## config.mk

```make
export PLATFORM = sky130hd
export DESIGN_NAME = calc_sequencer
export DESIGN_NICKNAME = d
export VERILOG_FILES = /design/src/rtl/calc_sequencer.sv
export SDC_FILE = /design/constraint.sdc
export NUM_CORES = 1
export LEC_CHECK = 0
export CORE_ASPECT_RATIO = 1.5
export CORE_MARGIN = 2
export CORE_UTILIZATION = 48
export DETAILED_ROUTE_END_ITERATION = 16
export PLACE_DENSITY = 0.79
export SLEW_MARGIN = 20
export SYNTH_ARGS = -nofsm -noshare
export SYNTH_HDL_FRONTEND = slang
export SYNTH_SLANG_ARGS = --single-unit
export TNS_END_PERCENT = 5
```

## constraint.sdc

```tcl
create_clock -name clk -period 2.35 [get_ports clk]
set_clock_uncertainty 0.15 [all_clocks]
set_input_delay 0.235 -clock clk [delete_from_list [all_inputs] [get_ports clk]]
set_output_delay 0.235 -clock clk [all_outputs]
set_load 0.01 [all_outputs]
```

## src/rtl/calc_sequencer.sv

```systemverilog
// rtl/calc_sequencer.sv - keypad-driven two-operand ALU operation sequencer
//
// Collects two hex keys into register-bank entries 0 and 1, runs the ALU for
// two cycles, writes the result to entry 2 and holds it until acknowledged.
//
// Ports:
//   clk, reset            rising-edge clock, asynchronous active-high reset
//   start, op_in          begin an operation, ALU op latched on acceptance
//   key_valid, key_code   keypad encoder strobe and hex digit
//   abort                 synchronous return to IDLE, highest priority
//   alu_result, alu_zero  combinational ALU output and zero flag
//   result_ack            consumer acknowledge of result_valid
//   wr_en/wr_addr/wr_data register-bank write port (single-cycle pulses)
//   rd_addr_a/rd_addr_b   register-bank read addresses
//   alu_op                ALU operation select
//   result, result_zero   captured ALU result and zero flag
//   result_valid, busy    result held in DONE, sequencer not IDLE
//   timeout_err           key wait expired, cleared by the next start
//   state                 IDLE=0, LOAD_A=1, LOAD_B=2, EXEC=3, DONE=4
module calc_sequencer #(
  parameter int HOLDOFF = 4,
  parameter int TIMEOUT = 255
) (
  input  logic       clk,
  input  logic       reset,
  input  logic       start,
  input  logic [1:0] op_in,
  input  logic       key_valid,
  input  logic [3:0] key_code,
  input  logic       abort,
  input  logic [7:0] alu_result,
  input  logic       alu_zero,
  input  logic       result_ack,
  output logic       wr_en,
  output logic [1:0] wr_addr,
  output logic [7:0] wr_data,
  output logic [1:0] rd_addr_a,
  output logic [1:0] rd_addr_b,
  output logic [1:0] alu_op,
  output logic [7:0] result,
  output logic       result_zero,
  output logic       result_valid,
  output logic       busy,
  output logic       timeout_err,
  output logic [2:0] state
);

  localparam logic [2:0] S_IDLE   = 3'd0;
  localparam logic [2:0] S_LOAD_A = 3'd1;
  localparam logic [2:0] S_LOAD_B = 3'd2;
  localparam logic [2:0] S_EXEC   = 3'd3;
  localparam logic [2:0] S_DONE   = 3'd4;

  localparam int HW = (HOLDOFF > 0) ? $clog2(HOLDOFF + 1) : 1;
  // The wait counter only ever holds 0..TIMEOUT-1; the timeout fires as it
  // would step to TIMEOUT.
  localparam int WW = (TIMEOUT > 1) ? $clog2(TIMEOUT) : 1;
  localparam logic [HW-1:0] HOLD_LOAD = HW'(HOLDOFF);
  localparam logic [WW-1:0] WAIT_LAST = WW'(TIMEOUT - 1);

  logic [2:0]    state_q, state_d;
  logic [1:0]    op_q, op_d;
  logic [HW-1:0] holdoff_q, holdoff_d;
  logic [WW-1:0] wait_q, wait_d;
  logic          exec_q, exec_d;
  logic          wr_en_q, wr_en_d;
  logic [1:0]    wr_addr_q, wr_addr_d;
  logic [7:0]    wr_data_q, wr_data_d;
  logic [1:0]    rd_a_q, rd_a_d, rd_b_q, rd_b_d;
  logic [1:0]    alu_op_q, alu_op_d;
  logic [7:0]    result_q, result_d;
  logic          zero_q, zero_d;
  logic          valid_q, valid_d;
  logic          busy_q, busy_d;
  logic          terr_q, terr_d;
  logic          key_ok;

  // A key directly after a write is refused even with HOLDOFF=0 so that
  // wr_en can never be high on two consecutive cycles.
  assign key_ok = key_valid && (holdoff_q == '0) && !wr_en_q;

  always_comb begin
    state_d   = state_q;
    op_d      = op_q;
    holdoff_d = (holdoff_q != '0) ? holdoff_q - HW'(1) : '0;
    wait_d    = wait_q;
    exec_d    = exec_q;
    wr_en_d   = 1'b0;
    wr_addr_d = wr_addr_q;
    wr_data_d = wr_data_q;
    rd_a_d    = rd_a_q;
    rd_b_d    = rd_b_q;
    alu_op_d  = alu_op_q;
    result_d  = result_q;
    zero_d    = zero_q;
    valid_d   = valid_q;
    terr_d    = terr_q;

    if (abort) begin
      state_d   = S_IDLE;
      valid_d   = 1'b0;
      holdoff_d = '0;
      wait_d    = '0;
      exec_d    = 1'b0;
    end else begin
      case (state_q)
        S_IDLE: begin
          if (start) begin
            op_d    = op_in;
            terr_d  = 1'b0;
            wait_d  = '0;
            state_d = S_LOAD_A;
          end
        end
        S_LOAD_A, S_LOAD_B: begin
          if (key_ok) begin
            wr_en_d   = 1'b1;
            wr_addr_d = (state_q == S_LOAD_A) ? 2'd0 : 2'd1;
            wr_data_d = {4'b0, key_code};
            holdoff_d = HOLD_LOAD;
            wait_d    = '0;
            if (state_q == S_LOAD_A) begin
              state_d = S_LOAD_B;
            end else begin
              // Read addresses and op are set up on entry so the ALU is
              // driven for both EXEC cycles.
              state_d  = S_EXEC;
              exec_d   = 1'b0;
              rd_a_d   = 2'd0;
              rd_b_d   = 2'd1;
              alu_op_d = op_q;
            end
          end else if (wait_q == WAIT_LAST) begin
            state_d = S_IDLE;
            terr_d  = 1'b1;
            wait_d  = '0;
          end else begin
            wait_d = wait_q + WW'(1);
          end
        end
        S_EXEC: begin
          // The reg1 write lands during the first cycle; the ALU output is
          // only trusted at the end of the second.
          if (!exec_q) begin
            exec_d = 1'b1;
          end else begin
            exec_d    = 1'b0;
            result_d  = alu_result;
            zero_d    = alu_zero;
            wr_en_d   = 1'b1;
            wr_addr_d = 2'd2;
            wr_data_d = alu_result;
            valid_d   = 1'b1;
            state_d   = S_DONE;
          end
        end
        S_DONE: begin
          if (result_ack) begin
            valid_d = 1'b0;
            state_d = S_IDLE;
          end
        end
        default: state_d = S_IDLE;
      endcase
    end
    busy_d = (state_d != S_IDLE);
  end

  always_ff @(posedge clk or posedge reset) begin
    if (reset) begin
      state_q   <= S_IDLE;
      op_q      <= '0;
      holdoff_q <= '0;
      wait_q    <= '0;
      exec_q    <= 1'b0;
      wr_en_q   <= 1'b0;
      wr_addr_q <= '0;
      wr_data_q <= '0;
      rd_a_q    <= '0;
      rd_b_q    <= '0;
      alu_op_q  <= '0;
      result_q  <= '0;
      zero_q    <= 1'b0;
      valid_q   <= 1'b0;
      busy_q    <= 1'b0;
      terr_q    <= 1'b0;
    end else begin
      state_q   <= state_d;
      op_q      <= op_d;
      holdoff_q <= holdoff_d;
      wait_q    <= wait_d;
      exec_q    <= exec_d;
      wr_en_q   <= wr_en_d;
      wr_addr_q <= wr_addr_d;
      wr_data_q <= wr_data_d;
      rd_a_q    <= rd_a_d;
      rd_b_q    <= rd_b_d;
      alu_op_q  <= alu_op_d;
      result_q  <= result_d;
      zero_q    <= zero_d;
      valid_q   <= valid_d;
      busy_q    <= busy_d;
      terr_q    <= terr_d;
    end
  end

  assign state        = state_q;
  assign wr_en        = wr_en_q;
  assign wr_addr      = wr_addr_q;
  assign wr_data      = wr_data_q;
  assign rd_addr_a    = rd_a_q;
  assign rd_addr_b    = rd_b_q;
  assign alu_op       = alu_op_q;
  assign result       = result_q;
  assign result_zero  = zero_q;
  assign result_valid = valid_q;
  assign busy         = busy_q;
  assign timeout_err  = terr_q;

endmodule
```

Word level (Yosys, flattened, before mapping)
Cells that the tools add are included.
- word-level logic and storage cells: 96
- register bits: 43
- reductions and logical operators: 21
- muxes and demuxes: 41
- eq/ne operators: 15
- bitwise logic cells: 2
- add/subtract/negate cells: 2
- operators by type and width (kind ; count):
    8-bit 2-to-1 mux ; 6
    8-bit one-hot mux with 2 select lines ; 2
    3-bit 2-to-1 mux ; 10
    1-bit 2-to-1 mux ; 15
    3-bit inequality test, second input constant ; 5
    3-bit nonzero test ; 5
    3-bit one-hot mux with 4 select lines ; 1
    3-bit AND reduction ; 4
    2-bit inequality test, second input constant ; 5
    8-bit by 1-bit adder with 8-bit output, second input constant ; 1
    8-bit == test, second input constant ; 1
    1-bit one-hot mux with 2 select lines ; 4
    4-bit AND reduction ; 2
    3-bit by 2-bit == test with 1-bit output, second input constant ; 2
    3-bit zero test ; 2
    5-bit AND reduction ; 1
    2-bit 2-to-1 mux ; 2
    2-bit one-hot mux with 2 select lines ; 1
    2-bit nonzero test ; 2
    3-bit by 1-bit == test with 1-bit output, second input constant ; 1
    3-bit == test, second input constant ; 1
    3-bit by 1-bit subtractor with 3-bit output, second input constant ; 1
    1-bit logical AND ; 2
    1-bit inverter ; 2
    3 further kinds ; 3

Longest topological paths before layout
Gate-level depths: netlist (run 1).
- word-level depth: 7
- gate-level depth with buffers: 7
- gate-level depth less buffers: 7

Worst setup path before layout (run 1)
No wires, ideal clock.
- path kind: register to register
- from: register state_q[1] (netlist: state[1])
- to: register result_q[7] (netlist: result[7])
- library setup time: 125 ps
- stages on the path, launching flop included: 8
- clock period less this slack: 1918 ps
- setup slack: 432 ps
- arrival time: 1644 ps
- buffers on the path: 2
- required time: 2075 ps
- path through: dfrtp_1 -> buf_4 -> nand2_1 -> nor2_2 -> nand2_1 -> nor2_1 -> buf_4 -> mux2_2
- cells in the longest elaborated chain, start to end: 2
- RTL lines (item ; RTL line ; RTL):
    start, declared ; 61 ; logic [2:0] state_q, state_d;
    start signal, assigned ; 188 ; state_q <= state_d;
    3-bit by 2-bit == test with 1-bit output ; 106 ; case (state_q)
    3-bit AND reduction (no line) ; -- ;
    end signal, assigned ; 199 ; result_q <= result_d;
    end, declared ; 71 ; logic [7:0] result_q, result_d;
Every way passes these cells.
A chain may end at the register's enable or synchronous reset.

Worst setup path after layout (run 1)
- from: register holdoff_q[0]
- to: register wr_data_q[2] (netlist: wr_data[2])
- cells in the longest elaborated chain, start to end: 5
- RTL lines (item ; RTL line ; RTL):
    start, declared ; 63 ; logic [HW-1:0] holdoff_q, holdoff_d;
    start signal, assigned ; 190 ; holdoff_q <= holdoff_d;
    3-bit zero test ; 80 ; assign key_ok = key_valid && (holdoff_q == '0) && !wr_en_q;
    1-bit logical AND (2 in series) ; 80 ;
    2-bit inequality test (no line) ; -- ;
    4-bit AND reduction (no line) ; -- ;
    end signal, assigned ; 195 ; wr_data_q <= wr_data_d;
    end, declared ; 68 ; logic [7:0] wr_data_q, wr_data_d;
Every way passes these cells.

==> summary.md, run 1 <==
| Metric | Value |
|---|---|
| Vias | `1615` |
| PwrDens | `750.2 nW/um2` |
| Worst-Margin Slew | `about 0.55 ns` |
| Largest cells by area after synthesis | `dfrtp_1 52%, nand2_1 4.6%, mux2_2 4.4%` |
| Initial DRC Count | `46` |
| PostCTS Resize Cnt | `0` |
| Cts hold-fix bufs | `0` |
| Synth warn | `0` |
| Syn Std Cell Area | `2059 um2` |
| Post-CTS Setup Bufs | `0` |
| Syn-to-layout area delta | `32.20%` |
| Final worst path period share | `roughly 90%` |
| CP required | `2.39 ns` |
| RSZ-0062 raised after global routing | `false` |
| Area after DPL | `2605 um2` |
| Fin area | `roughly 2700 um2` |
| Total Nets Final | `around 270` |
| Largest net degree at the start of global routing | `44` |
| GRT Total Usage | `20.52%` |
| Post-route worst setup slack | `between 0.2 and 0.3 ns` |
| Sequential power share | `45.3%` |
| Synth Register Bits | `43` |
| Clock group share of total power | `28.9%` |
| Vias/cell | `5.512` |
| CTS Buf Count | `5` |
| Drt pass-1 iters | `4` |
| Final core utilization | `65.25%` |
| Worst vdd ir | `about 700 uV` |
| Mapped Cells | `191` |
| CP Class | `reg -> reg` |
| Final Max Slew Viols | `0` |
| Final Hold Violating Endpoints | `0` |
| Post-Route Setup TNS | `0 ns` |
| CTS root buf | `clkbuf_8` |
| # port buffers | `49` |
| Sw Share | `about a quarter` |
| Yosys top cell area share | `52.25%` |
| Die W | `between 50 and 60 um` |
| First-pass GRT wire length | `7859 um` |
| Vias in the first global route | `1738` |
| Internal power | `1.510 mW` |
| Post-synthesis sequential area ratio | `52.25%` |
| Die area | `approximately 4800 um2` |
| Status | `complete, no violations` |
| Die Ht | `84.23 um` |
| Worst-path clk slew | `0.08 ns` |
| Comb pwr share | `about 26%` |
| Routed len/inst | `15.33 um` |
| Syn avg cell area | `10.78 um2` |
| Area leader, netlist | `dfrtp_1` |
| Static Leak | `1.206 nW` |
| Initial Utilization | `49.36%` |
| Row cnt | `29` |
| Max transition margin | `63.44%` |
| Maximum fanout along the worst path | `10` |
| Clock tree buffer depth | `2` |
| Share of layout cells above drive strength 1 | `~15%` |
| Startpoint class of the critical path | `register` |
| Post-Layout Cell Count | `293` |
| Dpl ws | `about 0.036 ns` |
| Grt ovf | `0` |
| Placed insts | `285` |
| Fmax | `483.1 MHz` |
| IO Pins | `53` |
| GPL Wtd Cong | `0.8608` |
| Post-detailed-routing wire length | `4493 um` |
| Detailed-route DRC error count | `0` |
| Final setup vio count | `0` |
| Core ar. | `about 4200 um2` |
| CTS tree | `yes` |
| Antenna diodes | `0` |
| CP endpoint kind | `register` |
| WP data arrival | `2.11 ns` |
| Antenna violations before repair | `0` |
| Hold crit path type | `in -> async` |
| Sw Pwr | `roughly 0.53 mW` |
| H-tree levels | `2` |
| Clk Latency, worst-skew pair | `about 0.29 ns` |
| CTS Sinks | `43` |
| Final min period | `between 2 and 2.5 ns` |
| Antenna viol nets, final | `0` |
| Max capacitance violation total | `0` |
| Netlist cell types | `46` |
| Detail Placement HPWL | `3248 um` |
-- final cells by class --
class	instances	area, um2
Fill cell	330	1450
Sequential cell	43	1076
Multi-Input combinational cell	137	920.9
Timing Repair Buffer	55	535.5
Clock buffer	6	82.58
Tap cell	46	57.56
Clock inverter	2	35.03
Inverter	4	15.01
-- per-layer routing --
metal | wire length (um) | track usage [%] | part of all wire, %
met4 | 41 | 5.497 | 0.91
met3 | 232 | 5.239 | 5.2
met1 | 1885 | 24.85 | 42
met2 | 2334 | 35.64 | 52
met5 | 0 | 0 | 0
-- stage by stage --
| stage | hold slack, ns | power (mW) |
|---|---|---|
| final | 0.2182 | 2.043 |
| after global routing | 0.3097 | 2.137 |
| after CTS | 0.2389 | 2.066 |
| after detailed placement | 0.3150 | 1.466 |
| after global placement | 0.3020 | 1.455 |
| after floorplan | 0.1961 | 1.193 |
-- cell usage after synthesis, drive strengths merged --
cell type  instances
a31oi              3
nor3               4
or4                2
nand3              7
or2                1
xnor2              1
a22o               4
a21bo              1
nand3b             1
o31ai              1
a21oi             14
o21a               1
a221oi             1
nand4              1
clkbuf             3
inv                4
o21ba              1
a311oi             1
buf                6
ha                 2
conb               1
nand2             25
o2bb2ai            1
nor2              13
nand2b             7
nor4               1
o21ai             14
nor2b              3
mux2              17
dfrtp             43
or3                2
and3               2
xor2               1
a211oi             1
nor4b              1
-- state kept, by name, indices dropped and copies added (netlist names), 2 cells and up --
register / count
alu_op: 2
wait_q: 8
wr_addr: 2
holdoff_q: 3
result: 8
state: 3
wr_data: 8
op_q: 2
-- path summary, 6_finish.rpt --
kind / from / end / slack [ns] / depth (start not counted)
max in group asynchronous: reset / wait_q[5]$_DFFE_PP0P_ / 1.45 / 3
worst max-delay path: holdoff_q[0]$_DFF_PP0_ / wr_data[2]$_DFFE_PP0P_ / 0.28 / 5
worst max register to register: holdoff_q[0]$_DFF_PP0_ / wr_data[2]$_DFFE_PP0P_ / 0.28 / 5
worst min-delay path: reset / timeout_err$_DFFE_PP0P_ / 0.22 / 3
min in group clk: rd_addr_b[0]$_DFFE_PP0P_ / rd_addr_b[0]$_DFFE_PP0P_ / 0.33 / 1
worst min register to register: rd_addr_b[0]$_DFFE_PP0P_ / rd_addr_b[0]$_DFFE_PP0P_ / 0.33 / 1
-- cell families after synthesis --
kind of cell | synth area share (%)
adders and majority gates | 1.215
other | 0.1821
muxes | 10.02
and+or+nand+nor | 18.04
buffers and inverters | 3.402
DFF | 52.25
xor gates and xnor gates | 0.8507
AOI/OAI and AO/OA | 14.03
-- placed cells by master, fill, tap and decap left out, types with 2 or more instances in the layout --
cell type	Yosys	final
a22o_1	4	4
conb_1	1	3
dfrtp_1	43	43
and3_1	2	2
mux2_1	5	5
inv_1	4	4
nand2b_4	2	2
buf_4	5	6
or3_1	2	2
a31oi_1	3	3
clkdlybuf4s50_1	0	49
ha_1	2	2
a21oi_1	13	13
clkbuf_8	0	6
mux2_4	4	4
nor2b_1	3	3
or4_1	2	2
nor3_1	3	3
o21ai_1	5	5
nor2_1	11	11
mux2_2	8	8
nand3_1	7	7
nand2_1	25	25
o21ai_0	8	8
nand2b_1	5	5
-- power groups by stage --
stage               Sequential, mW  Clock [mW]  Combinational, mW
CTS                          0.924       0.609              0.532
global placement             0.934           0              0.520
finish                       0.926       0.591              0.526
global route                 0.940       0.628              0.569
detailed placement           0.935           0              0.532
floorplan                    0.960           0              0.232
-- worst max-delay path, cell delays in order, from the launching register on --
cell and delay [ns]:
dfrtp_1 0.43, nand2b_4 0.16, or4_1 0.53, a21oi_2 0.22
o21ai_4 0.15, mux2_4 0.32
Power figures use the tool's default switching activity.
==> inputs of run 2 (changes only) <==
--- a/config.mk
+++ b/config.mk
@@ -5,6 +5,7 @@
 export SDC_FILE = /design/constraint.sdc
 export NUM_CORES = 1
 export LEC_CHECK = 0
+export CAP_MARGIN = 5
 export CORE_ASPECT_RATIO = 1.5
 export CORE_MARGIN = 2
 export CORE_UTILIZATION = 48
==> results of run 2 <==
Same layout as run 1: the final DEF is identical, and so are final timing and power.
